### src/rtl/program_loader.sv
// Boot loader: takes a byte stream (2-byte word count, then MSB-first words),
// writes the words to instruction memory and holds the CPU in reset until done.
module program_loader #(
    parameter int MAX_WORDS = 1024,
    parameter int CNT_WIDTH = 16
) (
    input  logic        clk,
    input  logic        reset,
    input  logic        in_valid,
    input  logic [7:0]  in_data,
    output logic        in_ready,
    output logic        imem_we,
    output logic [31:0] imem_addr,
    output logic [31:0] imem_wdata,
    output logic        cpu_reset,
    output logic        done,
    output logic        error
);

    typedef enum logic [2:0] {
        HDR_HI,
        HDR_LO,
        LOAD,
        WRITE,
        DONE,
        ERROR
    } state_t;

    localparam logic [31:0] MAX_W32 = 32'(MAX_WORDS);

    state_t                state_reg, state_next;
    logic [CNT_WIDTH-1:0]  count_reg;
    logic [CNT_WIDTH-1:0]  word_idx_reg;
    logic [1:0]            byte_idx_reg;
    logic [31:0]           addr_reg;
    logic [31:0]           wdata_reg;
    logic                  cpu_reset_reg;
    logic                  done_reg;
    logic                  error_reg;

    logic [CNT_WIDTH-1:0]  hdr_count;
    logic [31:0]           hdr_count_ext;
    logic                  hdr_bad;
    logic                  load_xfer;
    logic                  last_word;

    // The low header byte is still on in_data when the count is validated.
    assign hdr_count     = {count_reg[CNT_WIDTH-1:8], in_data};
    assign hdr_count_ext = {{(32-CNT_WIDTH){1'b0}}, hdr_count};
    assign hdr_bad       = (hdr_count == '0) || (hdr_count_ext > MAX_W32);
    assign load_xfer     = (state_reg == LOAD) && in_valid;
    assign last_word     = ((word_idx_reg + CNT_WIDTH'(1)) == count_reg);

    always_ff @(posedge clk) begin
        if (reset) begin
            state_reg <= HDR_HI;
        end else begin
            state_reg <= state_next;
        end
    end

    always_comb begin
        state_next = state_reg;
        in_ready   = 1'b0;
        case (state_reg)
            HDR_HI: begin
                in_ready = 1'b1;
                if (in_valid) state_next = HDR_LO;
            end
            HDR_LO: begin
                in_ready = 1'b1;
                if (in_valid) state_next = hdr_bad ? ERROR : LOAD;
            end
            LOAD: begin
                in_ready = 1'b1;
                if (in_valid && (byte_idx_reg == 2'd3)) state_next = WRITE;
            end
            WRITE:   state_next = last_word ? DONE : LOAD;
            DONE:    state_next = DONE;
            ERROR:   state_next = ERROR;
            default: state_next = HDR_HI;
        endcase
    end

    // First three bytes of a word sit in per-lane registers; the fourth
    // byte goes straight into the output word together with them.
    for (genvar gi = 0; gi < 3; gi++) begin : gen_lane
        logic [7:0] lane_reg;
        always_ff @(posedge clk) begin
            if (reset) begin
                lane_reg <= 8'h00;
            end else if (load_xfer && (byte_idx_reg == 2'(gi))) begin
                lane_reg <= in_data;
            end
        end
    end

    always_ff @(posedge clk) begin
        if (reset) begin
            count_reg     <= '0;
            word_idx_reg  <= '0;
            byte_idx_reg  <= 2'd0;
            addr_reg      <= 32'h0;
            wdata_reg     <= 32'h0;
            cpu_reset_reg <= 1'b1;
            done_reg      <= 1'b0;
            error_reg     <= 1'b0;
        end else begin
            if ((state_reg == HDR_HI) && in_valid) begin
                count_reg[CNT_WIDTH-1:8] <= in_data;
            end
            if ((state_reg == HDR_LO) && in_valid) begin
                count_reg[7:0] <= in_data;
            end
            if (load_xfer) begin
                byte_idx_reg <= byte_idx_reg + 2'd1;
                if (byte_idx_reg == 2'd3) begin
                    // Address and data are latched here so they hold after the write.
                    addr_reg  <= {{(30-CNT_WIDTH){1'b0}}, word_idx_reg, 2'b00};
                    wdata_reg <= {gen_lane[0].lane_reg, gen_lane[1].lane_reg,
                                  gen_lane[2].lane_reg, in_data};
                end
            end
            if (state_reg == WRITE) begin
                word_idx_reg <= word_idx_reg + CNT_WIDTH'(1);
                byte_idx_reg <= 2'd0;
            end
            done_reg      <= (state_next == DONE);
            cpu_reset_reg <= (state_next != DONE);
            error_reg     <= (state_next == ERROR);
        end
    end

    assign imem_we    = (state_reg == WRITE);
    assign imem_addr  = addr_reg;
    assign imem_wdata = wdata_reg;
    assign cpu_reset  = cpu_reset_reg;
    assign done       = done_reg;
    assign error      = error_reg;

endmodule
### config.mk
export PLATFORM = sky130hd
export DESIGN_NAME = program_loader
export DESIGN_NICKNAME = d
export VERILOG_FILES = /design/src/rtl/program_loader.sv
export SDC_FILE = /design/constraint.sdc
export NUM_CORES = 1
export LEC_CHECK = 0
export ABC_CLOCK_PERIOD_IN_PS = 3600
export BUFFER_PORTS_ARGS = -buffer_cell sky130_fd_sc_hd__buf_2
export CAP_MARGIN = 15
export CORE_AREA = 2 2 92 129
export CTS_CLUSTER_DIAMETER = 100
export DETAILED_ROUTE_END_ITERATION = 8
export DIE_AREA = 0 0 94 131
export SYNTH_ARGS = -nofsm -noshare
export SYNTH_HDL_FRONTEND = slang
export SYNTH_SLANG_ARGS = --single-unit
### constraint.sdc
create_clock -name clk -period 3.6 [get_ports clk]
set_input_delay 1.08 -clock clk [delete_from_list [all_inputs] [get_ports clk]]
set_output_delay 1.08 -clock clk [all_outputs]
set_load 0.1 [all_outputs]
==> results.env, run 1 <==
STATUS='finished, final reports clean'
DRCVIOLATIONCOUNT=0
GP_CONGESTION=0.879
CRITICAL_PATH_FANOUTS_MAX=9
FINISH.NET_COUNT=676
HOLD_FIX_BUFFER_COUNT_AFTER_CTS=0
POST-CTS-SETUP-BUFFERS=0
LARGEST_REGISTER_FF_COUNT=32
MAX-VDD-IR-DROP_V=0.000311
CHIPWIDTH_UM=94
REPORT.FINAL.SETUP_VIOL=0
HOLD_START='imem_addr[6]'
DP_HPWL_UM=8570
FINAL_MIN_PERIOD_OVER_CLOCK_PERIOD_PCT=84.7
POST_CTS_RESIZE_COUNT=0
SEQUENTIAL_SHARE_OF_THE_SYNTHESIZED_AREA_PCT=45.4
SYNTHESIZED_INSTANCE_COUNT=622
CORE_REGION_AREA_UM2=11200
MAX-SLEW-MARGIN-REL_PCT=34.9
CTSHTREEMAXLEVEL=3
PERIOD_MINUS_SLACK_PS=3050
HOLD_DEPTH=2
PLACEMENT_ROWS=46
INSERTION_DELAY_PS=360
GRT_PASS1_WL_UM=19500
INSERTEDDIODECOUNT=0
ROUTE.VIAS.TOTAL=4141
ANTENNA_FOUND_INITIAL=0
CTS_TREE='done'
REPORT.POWER.TOTAL_mW=2.65
RSZ0062_AT_GRT='no'
SYNTH_ENABLE_FLOP_CELLS=0
NETLIST_AREA_UM2=4940
R2R_SLACK_PS=1020
FINALWIRELENGTH_UM=11900
DESIGN.DIE.AREA_UM2=12300
TIMING.SETUP.CRITICAL_PATH_CLASS='register to output port'
DETAIL_ROUTE.VIAS_PER_CELL=5.12
FINALHOLDVIOLATIONS=0
VIA_COUNT_OF_THE_FIRST_GLOBAL_ROUTING_PASS=3848
AREAGROWTHSYNTHTOFINISH_PCT=12.8
DRIVE_ABOVE_1_SHARE_PCT=15.3
CTS.SINK_COUNT=112
DETAIL_ROUTE.ITER0.VIOLATIONS=174
REQUIRED_PS=2520
MIN-DELAY-PATH-CLASS='register to register'
GLOBALROUTE.TOTALOVERFLOW=0
ROUTED_WIRE_LENGTH_PER_INSTANCE_UM=14.8
SYNTH_SEQ_CELLS=112
FIN_SKEW_PS=7.61
HOLD_PATH_END='imem_addr[6]'
FINAL_SLEW_VIOL_COUNT=0
DRTANTENNAVIOLNETS=0
ASYNCSETRESETFLOPFRACSYNTH_PCT=0
MAX-CLOCK-PATH-BUFFERS=2
CTS.REPORTEDPATHS.CLKPINSLEW_PS=70
FMAX_MHz=328
FIRST_PASS_ITERATION_COUNT_OF_THE_DETAILED_ROUTER=4
WORST_PIN_SLEW_PS=969
SYNTHESIS.YOSYS.WARNINGS=0
IO_BUFFERS=63
CTS-ROOT-BUF='clkbuf_16'
POWER.DENSITY_CELL_AREA_nW_PER_UM2=475
POST_SYNTH.CELL_AREA_AVG_UM2=7.94
GRT_MAX_DEGREE=53
POST_SYNTH_NUM_CELL_TYPES=53
FINAL_CORE_UTILIZATION_PCT=49.6
IOPINCOUNT=80
START_UTIL_PCT=44.0
WORSTSETUPENDPOINTTYPE='output port'
ARRIVAL_PS=1970
MOST_USED_FLIP_FLOP_CELL_AFTER_SYNTHESIS='dfxtp_1'
CRIT_PATH_START_KIND='register'
FF2FF_PATH_DEPTH=7
TNS_PS=0
R2R_END='state_reg[2]'
CTS-BUFFERS-INSERTED=9
DIE-HEIGHT_UM=131
GRT.TOTAL_USAGE_PCT=20.2
R2R_START='word_idx_reg[0]'
DRV.MAX_CAP_VIOLATION_COUNT=0
P_LEAK_nW=2.10
==> through the flow <==
stage	instances	hold WS [ps]	instance area, um^2	setup WS (ps)
2_1_floorplan	637	432	4990	686
3_3_place_gp	793	442	5230	610
3_5_place_dp	793	444	5230	603
4_1_cts	809	454	5570	542
5_1_grt	809	467	5570	398
6_report	809	451	5570	549
==> routing by layer <==
metal  global-route usage (%)  vias up  part of all wire (%)
met3                     3.67       22                   3.2
li1                         -     2123                     -
met5                        0        -                     0
met2                     35.8       77                    52
met4                     8.70        0                   2.4
met1                     23.9     1919                    43
==> worst max-delay path, stage by stage (launching register included) <==
cell and delay (ps):
dfxtp_1 430, nor2b_1 220, nand2_1 230, clkinv_1 260
buf_2 470
==> report_power, final <==
group	total [mW]	switching, mW	internal [mW]
logic	0.248	0.194	0.0544
clock network	1.12	0.490	0.627
registers	1.28	0.0237	1.26
total	2.65	0.708	1.94
==> cell usage in the layout, fill, tap and decap left out, types with 4 or more instances in the layout <==
| cell | synthesis | final |
|---|---|---|
| xnor2_1 | 17 | 17 |
| a21oi_1 | 97 | 97 |
| buf_4 | 18 | 8 |
| nor2_1 | 27 | 27 |
| nand2_1 | 172 | 172 |
| nand4_1 | 7 | 7 |
| clkbuf_16 | 0 | 9 |
| ha_1 | 5 | 5 |
| o21ai_0 | 4 | 4 |
| inv_1 | 8 | 8 |
| buf_2 | 7 | 62 |
| conb_1 | 1 | 16 |
| or3_1 | 5 | 5 |
| nand3_1 | 32 | 32 |
| xor2_1 | 13 | 13 |
| or4_1 | 4 | 4 |
| nor3_1 | 9 | 9 |
| dfxtp_1 | 112 | 112 |
| and3_1 | 4 | 4 |
==> Yosys cell counts (2+ instances only) <==
cell,number,area [um^2]
and3_1,4,25.0
o31ai_1,2,15.0
ha_1,5,62.6
or3_1,5,31.3
dfxtp_1,112,2240
nand3_1,32,160
buf_6,2,22.5
nor2_1,27,101
nand4_2,2,25.0
o21ai_1,3,15.0
clkbuf_1,28,105
xor2_1,13,114
o21a_1,2,15.0
o21ai_0,4,20.0
nand2_1,172,646
nor4_1,3,18.8
or4_1,4,30.0
and2_1,2,12.5
buf_4,18,135
xnor2_1,17,149
nor3_1,9,45.0
buf_2,7,35.0
a21oi_1,97,485
buf_1,3,11.3
mux2i_1,2,20.0
a21boi_0,3,22.5
nand4_1,7,43.8
inv_1,8,30.0
nand2b_1,3,18.8
a31o_2,3,26.3
==> cells by family (layout without fill, tap and decap cells) <==
logic type      count (synthesis)  in the layout  synth area share [%]
fa+ha+maj                       5              5                  1.27
other cells                     1             16                0.0760
flops                         112            112                  45.4
simple gates                  282            282                  26.1
compound gates                122            122                  14.0
mux                             2              2                 0.406
xor+xnor                       31             31                  5.78
buf+inv                        67             95                  6.95
==> worst max path at each step <==
stage            startpoint   endpoint  cells after the start
2_1_floorplan  state_reg[0]   in_ready                      1
3_3_place_gp     in_data[1]  cpu_reset                      7
3_5_place_dp     in_data[1]  cpu_reset                      7
4_1_cts        state_reg[1]    imem_we                      4
5_1_grt        state_reg[1]    imem_we                      4
6_report       state_reg[1]    imem_we                      4
==> cell type report <==
class / instances / area, um^2
flip-flops and latches: 112 / 2240
fillers: 1133 / 5660
clock inverters: 7 / 109
multi-input cells: 458 / 2410
clock buffers: 9 / 225
well taps: 144 / 180
inverters: 9 / 33.8
repair buffers: 70 / 370
No activity file was read; power rests on OpenSTA's default activity.
==> run 2, diff against run 1 <==
Settings changed: ABC_AREA set to 1, ABC_CLOCK_PERIOD_IN_PS 3600 to 2700, PLACE_DENSITY set to 0.67.
Clock period 3.6 ns to 2.7 ns, I/O delays scaled along.
==> run 2 against run 1 <==
Largest power group unchanged. Highest routed layer unchanged. Sequential cell count unchanged. Total power increased by 33%. Synthesized area decreased by 0.15%. Register-to-register slack got worse by 470 ps. Global-route usage increased by 1.1 points. Largest cell class unchanged. Critical path type unchanged. Design area increased by 1.3%. Sequential share of layout area decreased by 0.53 points.
==> results.env, run 2 <==
WORST_PATH_LARGEST_CELL_DELAY_PS=450  # was 470 ps
CTS-BUFFERS-INSERTED=9  # unchanged
GRT_PASS1_WL_UM=20900  # was 19500 um
SYNTH_SEQ_CELLS=112  # unchanged
FINAL_MIN_PERIOD_OVER_CLOCK_PERIOD_PCT=84.5
PERIOD_MINUS_SLACK_PS=2280
METAL1_WIRELENGTH_UM=5400  # was 5120 um
TIMING.CRITICAL_PATH.FROM='state_reg[1]'  # unchanged
HOLD_START='imem_addr[13]'  # was imem_addr[6]
POST_SYNTH_NUM_CELL_TYPES=26  # was 53
SYNTHDOMINANTCELLAREASHARE_PCT=45.5  # was 45.4%
MET2ROUTEDLENGTH_UM=6230  # was 6150 um
DRCVIOLATIONCOUNT=0  # unchanged
PLACEMENT_ROWS=46  # unchanged
TIMING.SETUP.CRITICAL_PATH_CLASS='register to output port'  # unchanged
FINAL_CORE_UTILIZATION_PCT=50.3  # was 49.6%
POST_CTS_RESIZE_COUNT=0  # unchanged
CRIT_SLOWEST_CELL='buf_2'  # unchanged
DP_HPWL_UM=9200  # was 8570 um
FINAL_COMMON_CELL='nand2_1'  # unchanged
SEQUENTIAL_SHARE_OF_THE_SYNTHESIZED_AREA_PCT=45.5  # was 45.4%
R2R_SLACK_PS=550  # was 1020 ps
ROUTED_WIRE_LENGTH_PER_INSTANCE_UM=14.2  # was 14.8 um
INSERTION_DELAY_PS=350  # was 360 ps
CTSHTREEMAXLEVEL=3  # unchanged
GRT.TOTAL_USAGE_PCT=21.3  # was 20.2%
FMAX_MHz=438
CRITICAL_PATH_FANOUTS_MAX=5  # was 9
WORSTSETUPENDPOINTTYPE='output port'  # unchanged
WORST_PIN_SLEW_PS=612  # was 969 ps
MAX-CLOCK-PATH-BUFFERS=2  # unchanged
ROUTE.VIAS.TOTAL=4649  # was 4141
ANTENNA_FOUND_INITIAL=0  # unchanged
STATUS='finished, final reports clean'  # unchanged
SYNTHTOPCELLSBYCOUNT='163 x nand2_1, 112 x dfxtp_1, 107 x nand3_1'  # was 172 x nand2_1, 112 x dfxtp_1, 97 x a21oi_1
CTS.SINK_COUNT=112  # unchanged
FIN_SKEW_PS=7.05  # was 7.61 ps
START_UTIL_PCT=43.9  # was 44.0%
STDCELL_COUNT=886  # was 809
POST-CTS-SETUP-BUFFERS=0  # unchanged
GLOBALROUTE.TOTALOVERFLOW=0  # unchanged
CTS.REPORTEDPATHS.CLKPINSLEW_PS=70  # about the same
DOMINANT_CELLS_BY_AREA_AFTER_SYNTHESIS='dfxtp_1 45%, nand2_1 12%, nand3_1 11%, a21oi_1 9.3%, inv_1 3.6%'  # was dfxtp_1 45%, nand2_1 13%, a21oi_1 9.8%, nand3_1 3.2%, xnor2_1 3.0%
CHIPWIDTH_UM=94  # unchanged
DETAIL_ROUTE.ITER0.VIOLATIONS=259  # was 174
P_LEAK_nW=2.23  # was 2.10 nW
VIA_COUNT_OF_THE_FIRST_GLOBAL_ROUTING_PASS=4423  # was 3848
N_FILL_CELL=1108  # was 1133
DPL.CELL_COUNT=870  # was 793
FIRST_PASS_ITERATION_COUNT_OF_THE_DETAILED_ROUTER=6  # was 4
REQUIRED_PS=1890  # was 2520 ps
DESIGN.DIE.AREA_UM2=12300  # unchanged
CRIT_PATH_START_KIND='register'  # unchanged
FINALWIRELENGTH_UM=12500  # was 11900 um
DIE-HEIGHT_UM=131  # unchanged
ARRIVAL_PS=1470  # was 1970 ps
REPORT.FINAL.SETUP_VIOL=0  # unchanged
POWER.DENSITY_CELL_AREA_nW_PER_UM2=625  # was 475 nW/um^2
LAYOUT.CELLS.MOST_COMMON_LIST='163 x nand2_1, 112 x dfxtp_1, 107 x nand3_1'  # was 172 x nand2_1, 112 x dfxtp_1, 97 x a21oi_1
SYNTHESIZED_INSTANCE_COUNT=686  # was 622
FINAL_SLEW_VIOL_COUNT=0  # unchanged
DETAIL_ROUTE.VIAS_PER_CELL=5.25  # was 5.12
HOLD-WORST-SLACK_PS=459  # was 451 ps
WL_MET3_UM=420  # was 379 um
MIN-DELAY-PATH-CLASS='register to register'  # unchanged
DRTANTENNAVIOLNETS=0  # unchanged
IOPINCOUNT=80  # unchanged
FINALHOLDVIOLATIONS=0  # unchanged
ASYNCSETRESETFLOPFRACSYNTH_PCT=0  # unchanged
MOST_USED_FLIP_FLOP_CELL_AFTER_SYNTHESIS='dfxtp_1'  # unchanged
CP_CELL_SEQUENCE='nand2_1 -> nor2_2 -> buf_2'  # was nor2b_1 -> nand2_1 -> clkinv_1 -> buf_2
R2R_START='word_idx_reg[0]'  # unchanged
MAX-VDD-IR-DROP_V=0.000312  # was 0.000311 V
POST_SYNTH.CELL_AREA_AVG_UM2=7.18  # was 7.94 um^2
CTS_TREE='done'  # unchanged
CTS-ROOT-BUF='clkbuf_16'  # unchanged
SYNTH_ENABLE_FLOP_CELLS=0  # unchanged
RSZ0062_AT_GRT='no'  # unchanged
DRIVE_ABOVE_1_SHARE_PCT=15.4  # was 15.3%
MAX-SLEW-MARGIN-REL_PCT=59.2  # was 34.9%
CORE_REGION_AREA_UM2=11200  # unchanged
TNS_PS=0  # unchanged
TOPROUTINGLAYERUSED='met4'  # unchanged
NETLIST_AREA_UM2=4930  # was 4940 um^2
DRV.MAX_CAP_VIOLATION_COUNT=0  # unchanged
AREAGROWTHSYNTHTOFINISH_PCT=14.5  # was 12.8%
GP_CONGESTION=0.896  # was 0.879
HOLD_FIX_BUFFER_COUNT_AFTER_CTS=0  # unchanged
SYNTHESIS.YOSYS.WARNINGS=0  # unchanged
INSERTEDDIODECOUNT=0  # unchanged
YOSYSTOPAREACELL='dfxtp_1'  # unchanged
POST-SYNTH-TOP-COUNT-CELL='nand2_1'  # unchanged
FINISH.NET_COUNT=753  # was 676
GRT_MAX_DEGREE=63  # was 53
LARGEST_REGISTER_FF_COUNT=32  # unchanged
IO_BUFFERS=63  # unchanged
REPORT.POWER.TOTAL_mW=3.53  # was 2.65 mW
run 2: cell types whose count changed after synthesis, moves of 7 or more:
cell,change
nand2_1,-9
o21ai_0,+18
nor3_1,-7
xnor2_1,-17
inv_1,+39
nor2_1,+12
xor2_1,-11
nand3_1,+75
o22ai_1,+12
run 2: per-stage QoR:
| stage | setup slack [ps] | cell area [um^2] |
|---|---|---|
| after floorplan | 152 | 4990 |
| after global placement | 551 | 5330 |
| after detailed placement | 515 | 5330 |
| after CTS | 411 | 5640 |
| after global routing | 307 | 5640 |
| final | 418 | 5640 |
run 2: cell type report:
| class | instances | area (um^2) | share of cell area, % |
|---|---|---|---|
| Clock buffer | 9 | 225 | 3.99 |
| Clock inverter | 7 | 83.8 | 1.49 |
| Inverter | 50 | 188 | 3.33 |
| Multi-Input combinational cell | 487 | 2300 | 40.8 |
| Sequential cell | 112 | 2240 | 39.7 |
| Tap cell | 144 | 180 | 3.19 |
| Timing Repair Buffer | 77 | 420 | 7.45 |
run 2: worst max-delay path, delay by kind of cell, from the launching register on:
kind / cells / cell delay (ps)
buf+inv: 1 / 450
flops: 1 / 400
simple gates: 2 / 270
run 2: logic make-up after synthesis:
group                      share of synthesized area [%]
and+or+nand+nor                                     30.1
buffers and inverters                               9.14
xor gates and xnor gates                           0.355
adders and majority gates                           1.27
other                                             0.0761
AOI/OAI and AO/OA                                   13.6
DFF                                                 45.5
run 2: path summary, 6_finish.rpt:
path / end / cells after the start
min: imem_addr[13] / 2
min reg2reg: imem_addr[13] / 2
max: imem_we / 3
max reg2reg: done / 15
run 2: per-layer routing:
layer	global-route usage (%)	up-vias
met2	36.7	111
met4	11.9	0
met1	25.4	2182
met3	2.87	29
met5	0	-
li1	-	2327
run 2: where the power goes:
part / internal [mW] / switching, mW
logic: 0.0934 / 0.327
registers: 1.69 / 0.0410
clock network: 0.738 / 0.635
